$ cat src/rtl/dct_pkg.sv
// Shared DCT types: coefficient/vector typedefs and MSB-first bus pack/unpack helpers.
package dct_pkg;
    localparam int COEF_W = 9;
    localparam int N      = 8;
    localparam int IDX_W  = $clog2(N);
    localparam int BUS_W  = N * COEF_W;

    typedef logic signed [COEF_W-1:0] coef_t;
    typedef coef_t [N-1:0] vec_t;

    // Element k of a vector lives at bus slot k counted from the MSB end.
    function automatic vec_t unpack_vec(input logic [BUS_W-1:0] bus);
        vec_t v;
        for (int k = 0; k < N; k++) begin
            v[k] = bus[(N-k)*COEF_W-1 -: COEF_W];
        end
        return v;
    endfunction

    function automatic logic [BUS_W-1:0] pack_vec(input vec_t v);
        logic [BUS_W-1:0] bus;
        bus = '0;
        for (int k = 0; k < N; k++) begin
            bus[(N-k)*COEF_W-1 -: COEF_W] = v[k];
        end
        return bus;
    endfunction
endpackage

$ cat src/rtl/dct_transpose_buffer_if.sv
// Row-in / column-out stream bundle for the transpose buffer.
interface dct_transpose_buffer_if;
    import dct_pkg::*;

    logic             in_valid;
    logic             in_ready;
    logic [BUS_W-1:0] in_row;
    logic             out_valid;
    logic             out_ready;
    logic [BUS_W-1:0] out_col;
    logic [IDX_W-1:0] out_idx;
    logic             out_last;

    modport slave (
        input  in_valid, in_row, out_ready,
        output in_ready, out_valid, out_col, out_idx, out_last
    );

    modport master (
        output in_valid, in_row, out_ready,
        input  in_ready, out_valid, out_col, out_idx, out_last
    );
endinterface

$ cat src/rtl/dct_tp_bank.sv
// One N x N coefficient bank: row-wide write port, combinational column read port.
module dct_tp_bank
    import dct_pkg::*;
(
    input  logic             clk,
    input  logic             we,
    input  logic [IDX_W-1:0] wr_row,
    input  vec_t             wr_vec,
    input  logic [IDX_W-1:0] rd_col,
    output vec_t             rd_vec
);
    coef_t mem [N][N];

    // Contents are deliberately not reset; the full flags gate any use of stale data.
    always_ff @(posedge clk) begin
        if (we) begin
            for (int k = 0; k < N; k++) begin
                mem[wr_row][k] <= wr_vec[k];
            end
        end
    end

    always_comb begin
        rd_vec = '0;
        for (int r = 0; r < N; r++) begin
            rd_vec[r] = mem[r][rd_col];
        end
    end
endmodule

$ cat src/rtl/dct_transpose_buffer.sv
// Ping-pong 8x8 transpose between the row and column 1-D DCT stages.
module dct_transpose_buffer
    import dct_pkg::*;
(
    input  logic                  clk,
    input  logic                  rst,
    dct_transpose_buffer_if.slave bus
);
    logic [1:0]       full;
    logic             wr_bank;
    logic             rd_bank;
    logic [IDX_W-1:0] wr_row;
    logic [IDX_W-1:0] rd_col;
    logic             wr_fire;
    logic             rd_fire;
    vec_t             wr_vec;
    vec_t             rd_vec [2];

    assign wr_vec        = unpack_vec(bus.in_row);
    assign bus.in_ready  = !full[wr_bank];
    assign bus.out_valid = full[rd_bank];
    assign bus.out_idx   = rd_col;
    assign bus.out_last  = full[rd_bank] && (rd_col == IDX_W'(N-1));
    assign bus.out_col   = full[rd_bank] ? pack_vec(rd_vec[rd_bank]) : '0;
    assign wr_fire       = bus.in_valid && !full[wr_bank];
    assign rd_fire       = full[rd_bank] && bus.out_ready;

    for (genvar b = 0; b < 2; b++) begin : g_bank
        dct_tp_bank u_bank (
            .clk    (clk),
            .we     (wr_fire && (wr_bank == 1'(b))),
            .wr_row (wr_row),
            .wr_vec (wr_vec),
            .rd_col (rd_col),
            .rd_vec (rd_vec[b])
        );
    end

    // Writer only touches a non-full bank and reader only a full one, so the
    // set and clear of full[] below never hit the same bit in one cycle.
    always_ff @(posedge clk) begin
        if (rst) begin
            full    <= '0;
            wr_bank <= 1'b0;
            rd_bank <= 1'b0;
            wr_row  <= '0;
            rd_col  <= '0;
        end else begin
            if (wr_fire) begin
                if (wr_row == IDX_W'(N-1)) begin
                    wr_row        <= '0;
                    full[wr_bank] <= 1'b1;
                    wr_bank       <= ~wr_bank;
                end else begin
                    wr_row <= wr_row + 1'b1;
                end
            end
            if (rd_fire) begin
                if (rd_col == IDX_W'(N-1)) begin
                    rd_col        <= '0;
                    full[rd_bank] <= 1'b0;
                    rd_bank       <= ~rd_bank;
                end else begin
                    rd_col <= rd_col + 1'b1;
                end
            end
        end
    end
endmodule

$ cat src/flat_wrapper.sv
// flat-port wrapper written by rule: the top's interface ports become plain ports
module dct_transpose_buffer_flat import dct_pkg::*;
  (clk, rst, bus_in_valid, bus_in_row, bus_out_ready, bus_in_ready, bus_out_valid, bus_out_col, bus_out_idx, bus_out_last);
  dct_transpose_buffer_if bus_i ();
  input  logic clk;
  input  logic rst;
  input wire logic [$bits(bus_i.in_valid)-1:0] bus_in_valid;
  input wire logic [$bits(bus_i.in_row)-1:0] bus_in_row;
  input wire logic [$bits(bus_i.out_ready)-1:0] bus_out_ready;
  output wire logic [$bits(bus_i.in_ready)-1:0] bus_in_ready;
  output wire logic [$bits(bus_i.out_valid)-1:0] bus_out_valid;
  output wire logic [$bits(bus_i.out_col)-1:0] bus_out_col;
  output wire logic [$bits(bus_i.out_idx)-1:0] bus_out_idx;
  output wire logic [$bits(bus_i.out_last)-1:0] bus_out_last;
  assign bus_i.in_valid = bus_in_valid;
  assign bus_i.in_row = bus_in_row;
  assign bus_i.out_ready = bus_out_ready;
  assign bus_in_ready = bus_i.in_ready;
  assign bus_out_valid = bus_i.out_valid;
  assign bus_out_col = bus_i.out_col;
  assign bus_out_idx = bus_i.out_idx;
  assign bus_out_last = bus_i.out_last;
  dct_transpose_buffer u_core (.clk(clk), .rst(rst), .bus(bus_i));
endmodule
$ cat config.mk
export PLATFORM = sky130hd
export DESIGN_NAME = dct_transpose_buffer_flat
export DESIGN_NICKNAME = d
export VERILOG_FILES = /design/src/rtl/dct_pkg.sv /design/src/rtl/dct_transpose_buffer_if.sv /design/src/rtl/dct_tp_bank.sv /design/src/rtl/dct_transpose_buffer.sv /design/src/flat_wrapper.sv
export SDC_FILE = /design/constraint.sdc
export NUM_CORES = 1
export LEC_CHECK = 0
export BUFFER_PORTS_ARGS = -buffer_cell sky130_fd_sc_hd__buf_2
export CAP_MARGIN = 20
export CORE_AREA = 2 2 266 268
export CTS_CLUSTER_DIAMETER = 150
export DETAILED_ROUTE_END_ITERATION = 6
export DIE_AREA = 0 0 268 270
export PLACE_DENSITY_LB_ADDON = 0.12
export SYNTH_ARGS = -nofsm -noshare
export SYNTH_HDL_FRONTEND = slang
export SYNTH_HIERARCHICAL = 1
export SYNTH_SLANG_ARGS = --single-unit
export TNS_END_PERCENT = 20
$ cat constraint.sdc
create_clock -name clk -period 10.6 [get_ports clk]
set_input_delay 1.06 -clock clk [delete_from_list [all_inputs] [get_ports clk]]
set_output_delay 1.06 -clock clk [all_outputs]
set_load 0.03 [all_outputs]
==> reports/results.ini, run 1 <==
[finish]
post-route-util_pct = 73.0
nets = 2187
drive_gt1_share_pct = 36.0
regArea_um2 = 34800
multi_input_area_um2 = 10100
syn_to_final_growth_pct = 11.7
num_antenna_cells = 0
fill_cells = 3902

[cts]
postCtsHoldBufs = 0
worstSkewPairLatency_ns = 0.67
clkTransAtPathRegs_ns = 0.06
cts_tree = yes
post-cts-setup-buffers = 0
clock-root-buffer = clkbuf_16
numCtsBuffers = 112
cts_sinks = 1162
cts_htree_levels = 3
cts_resized = 0
clockBufferDepth = 3

[timing]
skew_ns = 0.0169
rsz0062_at_grt = false
hold_viol = 0
fmax_mhz = 177
setup_viol_count_final = 0
fin_crit_sh_pct = 53.4
drv_slew = 0
tns_ns = 0
post-route-min-period_ns = 5.66
slew-limit-headroom_pct = 23.5
worst_slew_pin_slew_ns = 1.15

[routing]
vias = 20300
post_drt_wl_per_cell_um = 29.3
wl_met3_mm = 6.48
routed_via_density = 6.45
drc = 0
dr.pass1.iters = 7
drt_iter0_drc = 2019
dr.max_layer_used = met4
met1_length_mm = 35.8
routed-wl-met2_mm = 48.2
routed_wl_mm = 92.2
antenna_left = 0

[setup_path]
cp_slowest_cell = buf_4
cpPeakStageDelay_ns = 0.97
worstPathCellList = buf_4 > buf_4 > mux4_2 > mux2_4 > mux2i_1 > nor2_1 > buf_2
crit_top_cell = buf_4
critPathKind = reg -> out
crit_arrival_ns = 4.60
required_ns = 9.54
endpoint_kind = output port
critPathLaunchType = flip-flop
cp_max_fo = 76

[floorplanning]
die_x_um = 268
die-area_um2 = 72400
rows = 97
coreArea_um2 = 69500
start_util_pct = 65.4
io_pins = 154
dieHeight_um = 270

[power]
leakagePower_nw = 15.9
p_int_mw = 7.42
irDropWorstVdd_mv = 0.212
power_switching_mw = 1.77
total_power_mw = 9.19
pwr-share-clk_pct = 42.6
netSwitchingFraction_pct = 19.3
seqPwrFrac_pct = 55.6
power_frac_comb_pct = 1.8
power_density_nw_per_um2 = 181

[global_route]
grt_antenna_before_repair = 0
grt_usage_pct = 26.3
grt_overflow_total = 0
grt_pass1_vias = 21200
grt_pass1_wl_mm = 137
grt_max_degree = 116

[synthesis]
synthFlopType = edfxtp_1
seq_area_frac_synth_pct = 76.6
synth.avg_cell_area_um2 = 23.8
syn-cell-area_um2 = 45400
synth_edf_count = 1152
synth_common_cells = edfxtp_1, mux4_2, mux2_4
yosysUniqueCellTypes = 33
yosysTopAreaCell = edfxtp_1
synthCells = 1907
syn-num-nets = 1987
yosysWarnings = 6
netlist_top_cells_area = edfxtp_1, mux4_2, mux2_4, mux2i_1, nor2_1
synth_seq_cells = 1162
postSynth.asyncResetShare_pct = 0
synth_top_area_share_pct = 76.1
yosysMostFrequentCell = edfxtp_1

[status]
outcome = complete, no violations

[placement]
gp_congestion = 0.718
portBuffers = 153
post-dp-hpwl_mm = 47.6

[worst_hold_path]
hp-class = reg -> reg

[run]
drv_cap = 0

power groups by stage:
stage / Clock (mW) / Combinational [mW] / Sequential, mW
after detailed placement: 0 / 0.169 / 5.21
final: 3.91 / 0.165 / 5.11
after CTS: 3.98 / 0.170 / 5.11
after global placement: 0 / 0.166 / 5.21
after floorplan: 0 / 0.0434 / 5.21
after global routing: 4.15 / 0.178 / 5.12
layout make-up:
class                   instances  area share, %
clock buffers                 144           5.93
clock inverters                66           1.24
inverters                       3         0.0222
multi-input cells             644           19.8
flip-flops and latches       1162           68.6
well taps                     940           2.32
repair buffers                184           2.08
path summary, 6_finish.rpt:
| path | slack, ns | cells past startpoint | from | to |
|---|---|---|---|---|
| setup / recovery | 4.94 | 7 | u_core/bus.out_idx[2] | bus_out_col[70] |
| hold / removal | 0.58 | 2 | u_core/wr_row[1] | u_core/wr_row[1] |
| hold reg to reg | 0.58 | 2 | u_core/wr_row[1] | u_core/wr_row[1] |
| setup reg to reg | 7.50 | 4 | u_core/wr_bank | u_core/g_bank[0].u_bank/mem[2][48] |
layout by cell type, fill, tap and decap left out, drive strengths merged, types with 6 or more instances in the layout:
master / netlist / routed
mux2: 144 / 144
nor2: 86 / 86
nor3: 6 / 6
o21ai: 7 / 7
nand2b: 9 / 9
mux4: 288 / 288
buf: 75 / 184
mux2i: 74 / 74
edfxtp: 1152 / 1152
bufinv: 0 / 12
clkinv: 0 / 48
dfxtp: 10 / 10
clkbuf: 23 / 144
stage by stage:
stage	hold slack [ns]	cell area [µm²]	std cells	setup WS [ns]
2_1_floorplan	0.486	45400	1907	3.71
3_3_place_gp	0.509	47100	2932	5.61
3_5_place_dp	0.562	47100	2932	5.56
4_1_cts	0.581	50700	3142	4.84
5_1_grt	0.638	50800	3143	4.66
6_report	0.582	50800	3143	4.94
per-layer routing:
metal  vias up  track usage (%)
met5         -                0
met3       127             4.11
li1       8455                -
met2       832             44.6
met1     10900             36.6
met4         0             6.72
flip-flops by register name, summed over array words and instances, names as in the netlist:
signal                    flops
u_core/bus.out_idx            3
u_core/full                   2
u_core/g_bank.u_bank/mem   1152
u_core/rd_bank                1
u_core/wr_bank                1
u_core/wr_row                 3
critical path: cells and delay by family, from the launching register on:
kind | cells | cell delay [ns]
flip-flops | 1 | 0.61
buffers and inverters | 3 | 2.13
multiplexers | 3 | 0.60
AND/OR/NAND/NOR | 1 | 0.41
logic make-up after synthesis:
logic type      Yosys count  synth area share, %
compound gates           15                0.190
fa+ha+maj                 4                0.110
buf+inv                 101                 1.55
flops                  1162                 76.6
mux                     506                 20.5
simple gates            119                 1.13
No activity file was read; power rests on OpenSTA's default activity.
==> run 2: changes to the inputs <==
--- a/config.mk
+++ b/config.mk
@@ -7,10 +7,10 @@
 export LEC_CHECK = 0
 export BUFFER_PORTS_ARGS = -buffer_cell sky130_fd_sc_hd__buf_2
 export CAP_MARGIN = 20
-export CORE_AREA = 2 2 266 268
+export CORE_AREA = 2 2 288 290
 export CTS_CLUSTER_DIAMETER = 150
 export DETAILED_ROUTE_END_ITERATION = 6
-export DIE_AREA = 0 0 268 270
+export DIE_AREA = 0 0 290 292
 export PLACE_DENSITY_LB_ADDON = 0.12
 export SYNTH_ARGS = -nofsm -noshare
 export SYNTH_HDL_FRONTEND = slang
==> constraint.sdc (replaced) <==
create_clock -name clk -period 4.55 [get_ports clk]
set_input_delay 0.455 -clock clk [delete_from_list [all_inputs] [get_ports clk]]
set_output_delay 0.455 -clock clk [all_outputs]
set_load 0.03 [all_outputs]
==> run 2 against run 1 <==
Clock-buffer cell count up 3. Sequential cell count did not move. Critical path depth stayed put. First-iteration DRC count decreased by 19%. Die area rose by 17%. Clock power is 130% higher. Sequential power up 130%. Global-route usage is 3.3 points lower.
==> reports/results.ini, run 2 (same netlist as run 1, synthesis figures left out) <==
[status]
outcome = complete, no violations

[finish]
drive_gt1_share_pct = 36.7
final_common_cell = edfxtp_1
nets = 2213
regArea_um2 = 34800
num_antenna_cells = 0
top_register = u_core/g_bank.u_bank/mem
layout_common_cells = edfxtp_1, mux4_2, buf_2
multi_input_area_um2 = 10100
fill_cells = 5452
stdcell_area_um2 = 51200
syn_to_final_growth_pct = 12.8
largest_reg_flops = 1152

[floorplanning]
dieHeight_um = 292
die_x_um = 290
start_util_pct = 55.7
io_pins = 154
rows = 105
die-area_um2 = 84700
coreArea_um2 = 81600

[cts]
clockBufferDepth = 3
clkTransAtPathRegs_ns = 0.06
post-cts-setup-buffers = 0
cts_resized = 0
numCtsBuffers = 115
cts_sinks = 1162
cts_tree = yes
worstSkewPairLatency_ns = 0.66
clock-root-buffer = clkbuf_16
cts_htree_levels = 3
postCtsHoldBufs = 0

[setup_path]
reg2reg_depth = 4
cp_max_fo = 40
crit_arrival_ns = 3.46
rrSetupSlack_ns = 1.96
critPathLaunchType = flip-flop
r2r_start = u_core/wr_bank
critPathKind = reg -> out
required_ns = 4.09
endpoint_kind = output port
reg2reg_to = u_core/g_bank[1].u_bank/mem[7][1]

[timing]
skew_ns = 0.0153
post-route-min-period_ns = 3.91
slew-limit-headroom_pct = 25.8
layout_setup_ws_ns = 0.639
fmax_mhz = 256
drv_slew = 0
worst_slew_pin_slew_ns = 1.11
fin_crit_sh_pct = 86.0
setup_viol_count_final = 0
rsz0062_at_grt = false
hold_viol = 0

[power]
power_density_nw_per_um2 = 415
power_frac_comb_pct = 1.9
pwr-share-clk_pct = 42.2
p_int_mw = 17.2
leakagePower_nw = 16.0
netSwitchingFraction_pct = 19.4
total_power_mw = 21.3
power_switching_mw = 4.12
seqPwrFrac_pct = 56.0
irDropWorstVdd_mv = 0.323

[routing]
vias = 20000
routed_via_density = 6.06
post_drt_wl_per_cell_um = 29.1
dr.pass1.iters = 7
drc = 0
routed_wl_mm = 95.9
antenna_left = 0
drt_iter0_drc = 1641

[global_route]
grt_pass1_vias = 21200
grt_overflow_total = 0
grt_max_degree = 76
grt_antenna_before_repair = 1
grt_usage_pct = 23.0
grt_pass1_wl_mm = 141

[placement]
dp_slack_ns = 0.844
portBuffers = 153
gp_congestion = 0.734
placed_area_um2 = 47600
post-dp-hpwl_mm = 53.7

[worst_hold_path]
holdPathStages = 3
hold_start = bus_out_ready
hp-class = in -> reg
hold_path_end = u_core/bus.out_idx[2]

[run]
drv_cap = 0

run 2: worst max-delay path, cell delays in order (launching register included):
cell	delay [ns]
dfxtp_4	0.45
buf_16	0.32
buf_12	0.31
mux4_2	0.54
mux2_4	0.28
mux2i_1	0.48
nor2_1	0.14
buf_2	0.21
run 2: power by group through the flow:
stage,clock network (mW),logic (mW),registers (mW)
after floorplan,0,0.101,12.1
after global placement,0,0.402,12.1
after detailed placement,0,0.412,12.1
after CTS,9.16,0.412,11.9
after global routing,9.56,0.430,11.9
final,8.97,0.397,11.9
run 2: final cells by class:
cell class                      instances  area share, %
Timing Repair Buffer                  207           2.80
Sequential cell                      1162           67.9
Clock buffer                          147           6.02
Clock inverter                         62          0.962
Tap cell                             1070           2.61
Multi-Input combinational cell        644           19.7
Inverter                                3         0.0220
run 2: layer usage:
metal / vias to the layer above / part of all wire [%] / global-route usage (%)
li1: 8519 / - / -
met1: 10800 / 40 / 30.6
met2: 533 / 53 / 40.4
met3: 122 / 4.7 / 3.02
met4: 0 / 2.2 / 6.36
met5: - / 0 / 0
run 2: metrics by stage:
stage,hold slack (ns),setup TNS (ns),instances,util [%]
2_1_floorplan,0.486,-361.75,1907,-
3_3_place_gp,0.515,0,3083,58.3
3_5_place_dp,0.522,0,3083,58.3
4_1_cts,0.0589,0,3292,62.7
5_1_grt,0.0894,0,3295,62.8
6_report,0.0962,0,3295,62.8
run 2: worst max-delay path by stage:
| stage | end | from | slack [ns] | cells past startpoint |
|---|---|---|---|---|
| 6_report | bus_out_col[24] | u_core/bus.out_idx[0] | 0.64 | 7 |
| 3_3_place_gp | bus_out_col[24] | u_core/bus.out_idx[0] | 0.85 | 6 |
| 3_5_place_dp | bus_out_col[33] | u_core/bus.out_idx[0] | 0.84 | 7 |
| 5_1_grt | bus_out_col[41] | u_core/bus.out_idx[0] | 0.42 | 7 |
| 2_1_floorplan | u_core/g_bank[0].u_bank/mem[2][0] | bus_in_valid | -1.74 | 3 |
| 4_1_cts | bus_out_col[33] | u_core/bus.out_idx[0] | 0.12 | 7 |
==> run 3: changes to the inputs <==
--- a/config.mk
+++ b/config.mk
@@ -7,13 +7,12 @@
 export LEC_CHECK = 0
 export BUFFER_PORTS_ARGS = -buffer_cell sky130_fd_sc_hd__buf_2
 export CAP_MARGIN = 20
-export CORE_AREA = 2 2 288 290
+export CORE_AREA = 2 2 286 288
 export CTS_CLUSTER_DIAMETER = 150
 export DETAILED_ROUTE_END_ITERATION = 6
-export DIE_AREA = 0 0 290 292
+export DIE_AREA = 0 0 288 290
 export PLACE_DENSITY_LB_ADDON = 0.12
 export SYNTH_ARGS = -nofsm -noshare
 export SYNTH_HDL_FRONTEND = slang
-export SYNTH_HIERARCHICAL = 1
 export SYNTH_SLANG_ARGS = --single-unit
 export TNS_END_PERCENT = 20
==> run 3 against run 2 <==
Area after synthesis shrank 1.8%. Hold slack lost 0.024 ns. Clock-buffer cell count shrank 10. Sequential share of layout area increased by 1.0 points. Critical endpoint is now bus_out_col[5]. Fmax fell by 1.8%. Via count rose by 13%. Synthesized cell count up 13%. Non-clock buffer count rose by 3. Utilization is 0.18 points higher. Sequential cell count unchanged. Final cell count grew 6.6%.
==> reports/results.ini, run 3 <==
[synthesis]
syn-cell-area_um2 = 44600
synthCells = 2147
syn-num-nets = 2227
synth_top_family_by_area = multiplexers
synth_top_area_share_pct = 77.5
synth_edf_count = 1152
synth.avg_cell_area_um2 = 20.8
postSynth.asyncResetShare_pct = 0
yosysTopAreaCell = edfxtp_1
yosysMostFrequentCell = edfxtp_1
synthFlopType = edfxtp_1
synth_xor_area_share_pct = 0
synth_compound_area_share_pct = 2.77
synth_common_cells = edfxtp_1, nand2_1, mux4_2
synth_fa_ha_area_share_pct = 0.112
synth-simple-area-share_pct = 3.36
synth_seq_cells = 1162
seq_area_frac_synth_pct = 78.0
yosysWarnings = 0
yosysUniqueCellTypes = 30
synth.area.mux_share_pct = 14.2
netlist_top_cells_area = edfxtp_1, mux4_2, mux2i_1, nand2_1, a32oi_1

[timing]
slew-limit-headroom_pct = 21.3
skew_ns = 0.0132
hold_ws_ns = 0.0719
drv_slew = 0
setup_viol_count_final = 0
rsz0062_at_grt = false
post-route-min-period_ns = 3.98
hold_viol = 0
worst_slew_pin_slew_ns = 1.18
fmax_mhz = 251
fin_crit_sh_pct = 87.5

[floorplanning]
dieHeight_um = 290
rows = 104
coreArea_um2 = 80200
die_x_um = 288
io_pins = 154
start_util_pct = 55.7
die-area_um2 = 83500

[placement]
post-dp-hpwl_mm = 68.7
gp_congestion = 0.784
portBuffers = 153

[setup_path]
cp_max_fo = 36
crit_arrival_ns = 3.53
critPathLaunchType = flip-flop
rrSetupSlack_ns = 1.73
r2r_start = u_core.wr_bank
endpoint_kind = output port
crit_start = u_core.bus.out_idx[2]
required_ns = 4.09
endpoint = bus_out_col[5]
reg2reg_to = u_core.g_bank[1].u_bank.mem[3][37]
critPathKind = reg -> out
reg2reg_depth = 4

[finish]
nets = 2426
top_register = u_core.g_bank.u_bank.mem
largest_reg_flops = 1152
layout_common_cells = edfxtp_1, nand2_1, mux4_2
syn_to_final_growth_pct = 13.2
final_common_cell = edfxtp_1
multi_input_area_um2 = 9280
regArea_um2 = 34800
drive_gt1_share_pct = 25.3
fill_cells = 5591

[routing]
routed_wl_mm = 115
drt_iter0_drc = 2650
vias = 22600
routed_via_density = 6.45
antenna_left = 0
post_drt_wl_per_cell_um = 32.6
drc = 0
dr.pass1.iters = 5

[power]
power_frac_comb_pct = 1.7
seqPwrFrac_pct = 55.5
power_switching_mw = 4.26
netSwitchingFraction_pct = 19.9
power_density_nw_per_um2 = 424
pwr-share-clk_pct = 42.7
irDropWorstVdd_mv = 0.319
total_power_mw = 21.4
p_int_mw = 17.2
leakagePower_nw = 15.4

[global_route]
grt_usage_pct = 27.7
grt_pass1_wl_mm = 163
grt_max_degree = 77
grt_overflow_total = 0
gr-usage-met3_pct = 6.17
grt_pass1_vias = 22600
grtUsageMet1_pct = 40.4
grt_use_met2_pct = 42.3
grt_antenna_before_repair = 26
top_usage_layer = met2

[status]
outcome = complete, no violations

[cts]
cts_htree_levels = 3
clkTransAtPathRegs_ns = 0.06
numCtsBuffers = 112
clockBufferDepth = 3
clock-root-buffer = clkbuf_16
cts_sinks = 1162
postCtsHoldBufs = 0
cts_tree = yes
post-cts-setup-buffers = 0
worstSkewPairLatency_ns = 0.68
cts_resized = 0

[run]
drv_cap = 0

[worst_hold_path]
hp-class = in -> reg

[run 3: area by class of cell]
type	count	share of cell area, %
clock inverter	75	1.41
sequential	1162	68.9
clock buffer	137	5.82
multi-input combinational	860	18.4
timing repair buffer	210	2.80
tap	1060	2.63
antenna	8	0.0396
[run 3: stage by stage]
stage	instance area (µm²)	setup TNS [ns]	worst slack, ns	utilization [%]	cells
finish	50500	0	0.569	63.0	3512
detailed placement	46800	0	1.28	58.4	3291
global placement	46800	0	1.28	58.4	3291
CTS	50400	0	0.555	62.9	3503
floorplan	44600	-397.25	-1.91	-	2147
global route	50500	0	0.535	63.0	3505
[run 3: kinds of logic (layout without fill, tap and decap cells)]
logic type | Yosys count | count (layout)
flip-flops | 1162 | 1162
multiplexers | 363 | 363
AND/OR/NAND/NOR | 339 | 339
AO/OA/AOI/OAI | 154 | 154
buffers and inverters | 125 | 422
adder cells (fa/ha/maj) | 4 | 4
other | 0 | 8
[run 3: power groups by stage]
stage / Combinational, mW / Sequential, mW / Clock, mW
after global placement: 0.368 / 12.1 / 0
after global routing: 0.389 / 11.9 / 9.70
after CTS: 0.376 / 11.9 / 9.28
after detailed placement: 0.376 / 12.1 / 0
after floorplan: 0.0745 / 12.1 / 0
final: 0.371 / 11.9 / 9.15
[run 3: worst min path at each step]
| stage | startpoint | to | slack (ns) | cells past startpoint |
|---|---|---|---|---|
| floorplan | u_core.wr_row[1] | u_core.wr_row[1] | 0.48 | 2 |
| global route | bus_out_ready | u_core.full[0] | 0.07 | 2 |
| CTS | bus_out_ready | u_core.full[1] | 0.04 | 2 |
| detailed placement | u_core.wr_row[1] | u_core.wr_row[1] | 0.51 | 2 |
| finish | bus_out_ready | u_core.full[1] | 0.07 | 2 |
| global placement | u_core.wr_row[1] | u_core.wr_row[1] | 0.50 | 2 |
[run 3: critical path: stages (launching register included)]
cell,delay [ns]
dfxtp_4,0.62
buf_4,0.57
and2_2,0.61
buf_12,0.33
nand2_1,0.09
o211ai_1,0.25
buf_2,0.30
[run 3: metal layers]
metal / wire length, µm / share of wire (%)
met1: 47400 / 41
met2: 54000 / 47
met3: 9560 / 8.3
met4: 3450 / 3.0
met5: 157 / 0.14
